[config.mk]
export PLATFORM = sky130hd
export DESIGN_NAME = mem_port_arbiter
export DESIGN_NICKNAME = d
export VERILOG_FILES = /design/src/rtl/mem_port_arbiter.sv
export SDC_FILE = /design/constraint.sdc
export NUM_CORES = 1
export LEC_CHECK = 0
export ABC_CLOCK_PERIOD_IN_PS = 1900
export BUFFER_PORTS_ARGS = -buffer_cell sky130_fd_sc_hd__buf_2
export CORE_MARGIN = 8
export CORE_UTILIZATION = 40
export DETAILED_ROUTE_END_ITERATION = 7
export GPL_TIMING_DRIVEN = 1
export PLACE_DENSITY = 0.77
export SETUP_SLACK_MARGIN = 0.05
export SYNTH_ARGS = -nofsm -noshare
export SYNTH_HDL_FRONTEND = slang
export SYNTH_SLANG_ARGS = --single-unit
[constraint.sdc]
create_clock -name clk -period 1.9 [get_ports clk]
set_input_delay 0.095 -clock clk [delete_from_list [all_inputs] [get_ports clk]]
set_output_delay 0.095 -clock clk [all_outputs]
set_load 0.05 [all_outputs]
[src/rtl/mem_port_arbiter.sv]
// Two-master (inst fetch / data) arbiter onto a single memory port with one
// outstanding transaction, data priority with bounded inst starvation, and inst flush.
module mem_port_arbiter #(
  parameter int unsigned STARVE_LIMIT = 4
) (
  input  logic        clk,
  input  logic        reset,
  input  logic        inst_req,
  input  logic [31:0] inst_addr,
  output logic        inst_addr_ok,
  output logic        inst_data_ok,
  output logic [31:0] inst_rdata,
  input  logic        inst_cancel,
  input  logic        data_req,
  input  logic        data_wr,
  input  logic [1:0]  data_size,
  input  logic [31:0] data_addr,
  input  logic [3:0]  data_wstrb,
  input  logic [31:0] data_wdata,
  output logic        data_addr_ok,
  output logic        data_data_ok,
  output logic [31:0] data_rdata,
  output logic        mem_req,
  output logic        mem_wr,
  output logic [1:0]  mem_size,
  output logic [31:0] mem_addr,
  output logic [3:0]  mem_wstrb,
  output logic [31:0] mem_wdata,
  input  logic        mem_addr_ok,
  input  logic        mem_data_ok,
  input  logic [31:0] mem_rdata
);

  typedef enum logic [1:0] {IDLE, ADDR, RESP} state_t;

  state_t      state, state_nxt;
  logic [3:0]  starve_cnt;
  logic        cancel_q, owner_inst;
  logic        wr_q;
  logic [1:0]  size_q;
  logic [31:0] addr_q, wdata_q;
  logic [3:0]  wstrb_q;
  logic        grant_inst, grant_data, inst_win, resp_done;

  assign inst_win = (starve_cnt == 4'(STARVE_LIMIT));

  always_comb begin
    grant_inst = 1'b0;
    grant_data = 1'b0;
    state_nxt  = state;
    case (state)
      IDLE: begin
        // A flushing fetcher is never granted; data may take the slot instead.
        if (inst_req && !inst_cancel && (!data_req || inst_win)) grant_inst = 1'b1;
        else if (data_req)                                      grant_data = 1'b1;
        if (grant_inst || grant_data) state_nxt = ADDR;
      end
      ADDR:    if (mem_addr_ok) state_nxt = RESP;
      RESP:    if (mem_data_ok) state_nxt = IDLE;
      default: state_nxt = IDLE;
    endcase
    if (reset) begin
      grant_inst = 1'b0;
      grant_data = 1'b0;
    end
  end

  assign inst_addr_ok = grant_inst;
  assign data_addr_ok = grant_data;

  assign resp_done    = !reset && (state == RESP) && mem_data_ok;
  assign inst_data_ok = resp_done && owner_inst && !cancel_q && !inst_cancel;
  assign data_data_ok = resp_done && !owner_inst;
  assign inst_rdata   = inst_data_ok ? mem_rdata : 32'h0;
  assign data_rdata   = data_data_ok ? mem_rdata : 32'h0;

  assign mem_req   = !reset && (state == ADDR);
  assign mem_wr    = reset ? 1'b0  : wr_q;
  assign mem_size  = reset ? 2'b0  : size_q;
  assign mem_addr  = reset ? 32'h0 : addr_q;
  assign mem_wstrb = reset ? 4'h0  : wstrb_q;
  assign mem_wdata = reset ? 32'h0 : wdata_q;

  always_ff @(posedge clk) begin
    if (reset) begin
      state      <= IDLE;
      starve_cnt <= 4'd0;
      cancel_q   <= 1'b0;
      owner_inst <= 1'b0;
      wr_q       <= 1'b0;
      size_q     <= 2'b0;
      addr_q     <= 32'h0;
      wstrb_q    <= 4'h0;
      wdata_q    <= 32'h0;
    end else begin
      state <= state_nxt;
      if (grant_inst) begin
        owner_inst <= 1'b1;
        wr_q       <= 1'b0;
        size_q     <= 2'd2;
        addr_q     <= inst_addr;
        wstrb_q    <= 4'h0;
        wdata_q    <= 32'h0;
        starve_cnt <= 4'd0;
      end else if (grant_data) begin
        owner_inst <= 1'b0;
        wr_q       <= data_wr;
        size_q     <= data_size;
        addr_q     <= data_addr;
        wstrb_q    <= data_wstrb;
        wdata_q    <= data_wdata;
        // Saturate so a long-cancelled fetcher cannot wrap the counter.
        if (!inst_req)                starve_cnt <= 4'd0;
        else if (starve_cnt != 4'hF)  starve_cnt <= starve_cnt + 4'd1;
      end
      if (state_nxt == IDLE)
        cancel_q <= 1'b0;
      else if (state != IDLE && owner_inst && inst_cancel)
        cancel_q <= 1'b1;
    end
  end

endmodule

Word-level counts from Yosys, hierarchy flattened

Index checks and enable logic that the tools add are counted.

Word-level logic and storage cells: 69
Bits in registers: 79

Equal/unequal tests: 5
Add/subtract/negate cells: 1
Mux-type cells: 28
Reductions and logical operators: 25

Operators by type and width:

| kind                  | count |
|---|---|
| $mux W32              | 6 |
| $mux W1               | 12 |
| $mux W2               | 6 |
| $mux W4               | 3 |
| $logic_and A1 B1 Y1   | 11 |
| $pmux W2 S3           | 1 |
| $logic_not A1 Y1      | 5 |
| $add A4 B1 Y4 const B | 1 |
| $eq A4 B3 Y1 const B  | 1 |
| $logic_not A2 Y1      | 2 |
| $ne A4 B4 Y1 const B  | 1 |
| $reduce_bool A2 Y1    | 2 |
| $reduce_or A2 Y1      | 2 |
| $eq A2 B1 Y1 const B  | 1 |
| $eq A2 B2 Y1 const B  | 1 |
| $logic_or A1 B1 Y1    | 2 |
| $ne A2 B1 Y1 const B  | 1 |
| $reduce_and A2 Y1     | 1 |

Logic depth before layout (Yosys ltp)

Word-level depth: 10
Gate-level depth with buffers: 9
Mapped depth without buffers: 7

Worst setup path before layout

No wires, ideal clock.

Path kind: reg-to-output
Start point: register state[0]
End point: output port inst_rdata[22]
Stages on the path, launching flop included: 6
Slack: -208 ps
Buffers on the path: 1
Arrival time: 2013 ps
Cell sequence: dfxtp_1 nor2_1 nand3_1 nor4b_2 clkbuf_1 and2_1

Longest elaborated chain between the ends: 7

Ends and longest elaborated chain:

| item                             | line | source |
|---|---|---|
| from (decl)                      | 36   | `state_t state, state_nxt;` |
| from (signal assigned)           | 96   | `state <= state_nxt;` |
| $eq A2 B2 Y1                     | 71   | `assign resp_done = !reset && (state == RESP) && mem_data_ok;` |
| $logic_and A1 B1 Y1 (2 in a row) | 71   |  |
| $logic_and A1 B1 Y1 (3 in a row) | 72   | `assign inst_data_ok = resp_done && owner_inst && !cancel_q && !inst_cancel;` |
| via inst_data_ok                 | 11   | `output logic inst_data_ok,` |
| $mux W32                         | 74   | `assign inst_rdata = inst_data_ok ? mem_rdata : 32'h0;` |
| to (decl)                        | 12   | `output logic [31:0] inst_rdata,` |

The timed path passes the listed nets, and every way through them passes these cells.

Worst setup path after layout

Start point: register state[0]
End point: output port inst_rdata[20]

Longest elaborated chain between the ends: 7

Ends and longest elaborated chain:

| item                             | line |
|---|---|
| $eq A2 B2 Y1                     | 71 |
| $logic_and A1 B1 Y1 (2 in a row) | 71 |
| $logic_and A1 B1 Y1 (3 in a row) | 72 |
| $mux W32                         | 74 |

Every way passes these cells.

==> impl_metrics.csv <==
group,metric,value,unit
run_status,outcome,"finished, violations left",
run_status,violations,"negative setup slack",
layout,multi_input_area,2450,um2
clock_network,clock_latency,0.35,ns
timing,setup_tns,-0.523,ns
route,drt_iter0_markers,326,
critical_path,rr_startpoint,"starve_cnt[0]$_SDFFE_PP0P_",
layout,final_common_cell,"buf_2",
timing,finalSetupViolCount,31,
floorplan,io-pin-count,282,
logic_synthesis,syn_avg_cell_area,8.03,um2
worst_hold_path,holdCritPathClass,"input port to flop",
route,wirelength,17.1,mm
logic_synthesis,synth_enable_flop_cells,0,
placement,dp.cells,913,
layout,diodes,0,
logic_synthesis,netlist_instances,520,
layout,final_cell_mix,"213 x buf_2, 80 x nand2_1, 77 x dfxtp_1",
critical_path,crit_start,"state[0]$_SDFF_PP0_",
run,timing.max_cap.violations,0,
critical_path,critPathCapture,"inst_rdata[20]",
power_and_ir_drop,cellPowerDensity,630,nW/um2
floorplan,start_util,40.8,%
layout,layout-drive-gt1-share,44.1,%
timing,worstMarginPinSlew,0.471,ns
timing,min_period,1.94,ns
layout,seqCellArea,1580,um2
clock_network,cts.sinks,79,
power_and_ir_drop,p_sw,1.44,mW
route,vias,4757,
logic_synthesis,yosysSeqAreaShare,37.9,%
layout,nFillCells,811,
critical_path,cp-start-kind,"flop",
power_and_ir_drop,netSwitchingFraction,32.2,%
timing,skew,0.0182,ns
clock_network,root_buffer,"clkbuf_8",
clock_network,clk_pin_slew,0.08,ns
logic_synthesis,ys.flop_type,"dfxtp_1",
placement,dp_hpwl,10.5,mm
logic_synthesis,synth_seq_cells,79,
layout,finalNetCount,985,
timing,layout_setup_ws,-0.0388,ns
route,wire_per_inst,17.4,um
grt,grt_pass1_vias,4428,
grt,grt_use_total,21.1,%
power_and_ir_drop,power.internal,3.03,mW
route,viasPerCell,4.84,
grt,grt_max_degree,112,
timing,max_slew_margin,68.6,%
logic_synthesis,synth_area_leaders,"dfxtp_1 38%, nor2b_1 11%, and2_1 9.6%",
critical_path,r2r_cells,7,
placement,port-buffer-count,281,
layout,fin_cells,982,
power_and_ir_drop,power_frac_comb,27.5,%
logic_synthesis,synth_top_area_share,37.9,%
clock_network,cts.path.max_buffers,2,
timing,drv_slew,0,
logic_synthesis,synth-async-reset-ratio,0,%
critical_path,worst-setup-path-type,"flop to primary output",
timing,finalCritPeriodShare,102,%
floorplan,core-area,10200,um2
critical_path,r2r-end,"addr_q[5]$_SDFFE_PP0P_",
floorplan,die_area,14000,um2
clock_network,cts_made_buffers,9,
power_and_ir_drop,p_clk_share,31.3,%
route,ant_nets,0,
logic_synthesis,yosys.area.top_type,"dfxtp_1",
critical_path,required,1.80,ns
clock_network,cts_tree,"built",
floorplan,fp.dieW,118,um
clock_network,cts_max_level,3,
power_and_ir_drop,vdd_drop_max,0.402,mV
logic_synthesis,post_synth_num_cell_types,35,
critical_path,crit_path_end_kind,"primary output",
power_and_ir_drop,p_leak,3.32,nW
timing,hold_viol_final,0,
grt,grt_pass1_wl,24.3,mm
layout,area_growth,70.0,%
critical_path,ff2ff_setup_slack,0.10,ns
route,post-route-drc-count,0,
placement,gp_congestion,0.774,
critical_path,arrival,1.84,ns
critical_path,critPathMaxFanout,8,
grt,grt.overflow.total,0,
power_and_ir_drop,seqPwrFrac,41.2,%
logic_synthesis,synth_area,4180,um2
logic_synthesis,syn_nets,664,
floorplan,rows,37,
logic_synthesis,yosysWarningCount,0,
timing,clock.fmax,516,MHz
grt,antenna_found_initial,0,
floorplan,chipHeight,118,um
timing,rsz0062_at_grt,"true",
route,drt_first_pass_iters,4,
-- critical path: stages, from the launching register on --
cell and delay [ns]:
dfxtp_2 0.33, buf_6 0.12, nor2_4 0.09, nand3_4 0.08, nor4b_4 0.27, buf_6 0.17
clkbuf_16 0.15, and2_1 0.14, buf_6 0.16
-- cell type report --
cell class	instances	share of cell area [%]
clock inverters	6	1.29
inverters	4	0.282
flip-flops and latches	79	22.3
well taps	136	2.40
multi-input cells	395	34.6
repair buffers	352	37.3
clock buffers	10	1.80
-- synth_stat cells, types with 2 or more instances --
cell type	n
a21oi_1	45
mux2i_1	32
nand4_1	3
clkbuf_1	22
buf_4	3
buf_2	3
nor2_1	40
ha_1	2
inv_1	3
and2_1	64
nand2_1	80
buf_6	11
a211o_1	2
o21ai_0	3
dfxtp_1	79
nand3_1	4
buf_1	3
nor2b_1	72
a211oi_1	33
-- worst min-delay path by stage --
stage / start / endpoint / depth (start not counted)
3_3_place_gp: data_wdata[26] / wdata_q[26]$_SDFFE_PP0P_ / 3
3_5_place_dp: data_wdata[24] / wdata_q[24]$_SDFFE_PP0P_ / 3
6_report: data_req / size_q[1]$_SDFFE_PP0P_ / 3
5_1_grt: data_req / size_q[1]$_SDFFE_PP0P_ / 3
4_1_cts: data_req / size_q[1]$_SDFFE_PP0P_ / 3
2_1_floorplan: data_size[0] / size_q[0]$_SDFFE_PP0P_ / 2
-- state kept, by name, indices dropped and copies added (netlist names) --
| signal | cells |
|---|---|
| size_q | 2 |
| addr_q | 32 |
| wdata_q | 32 |
| wstrb_q | 4 |
| cancel_q | 1 |
| starve_cnt | 4 |
| state | 2 |
| wr_q | 1 |
| owner_inst | 1 |
-- kinds of logic (layout without fill, tap and decap cells) --
logic type	Yosys count	in the layout	synth area share, %
muxes	32	32	7.67
and+or+nand+nor	273	273	34.2
AOI/OAI and AO/OA	88	88	13.1
DFF	79	79	37.9
adders and majority gates	2	2	0.599
buffers and inverters	46	372	6.50
-- metrics by stage --
step / cell area [um2] / hold WS, ns / setup slack, ns / util [%] / power (mW)
floorplan: 4180 / 0.228 / 0.0503 / - / 2.61
global placement: 5730 / 0.336 / 0.190 / 56.0 / 2.93
detailed placement: 5730 / 0.341 / 0.133 / 56.0 / 2.94
CTS: 6710 / 0.0252 / -0.101 / 65.6 / 4.43
global route: 7100 / 0.0411 / -0.101 / 69.4 / 4.67
finish: 7100 / 0.0527 / -0.0388 / 69.4 / 4.47
-- power by group through the flow --
| stage | registers, mW | logic [mW] | clock network [mW] |
|---|---|---|---|
| global route | 1.86 | 1.31 | 1.50 |
| finish | 1.84 | 1.23 | 1.40 |
| CTS | 1.84 | 1.16 | 1.43 |
| floorplan | 1.87 | 0.742 | 0 |
| global placement | 1.87 | 1.06 | 0 |
| detailed placement | 1.88 | 1.07 | 0 |
-- layer usage --
layer,GRT usage (%),share of wire [%],vias up
met3,5.43,6.8,28
met4,5.28,2.1,0
met1,23.5,38,2174
met2,39.0,53,192
li1,-,-,2363
met5,0,0,-
-- what timing repair did --
action / CTS / global route
setup endpoints to repair: 67 / 115
pin swaps: 0 / 35
gates cloned: 1 / 5
gates resized for setup: 103 / 75
hold buffers: 39 / 0
endpoints found under the hold margin: 39 / 0
setup buffers: 3 / 5
Note: power is estimated with default switching activity, not from simulation.
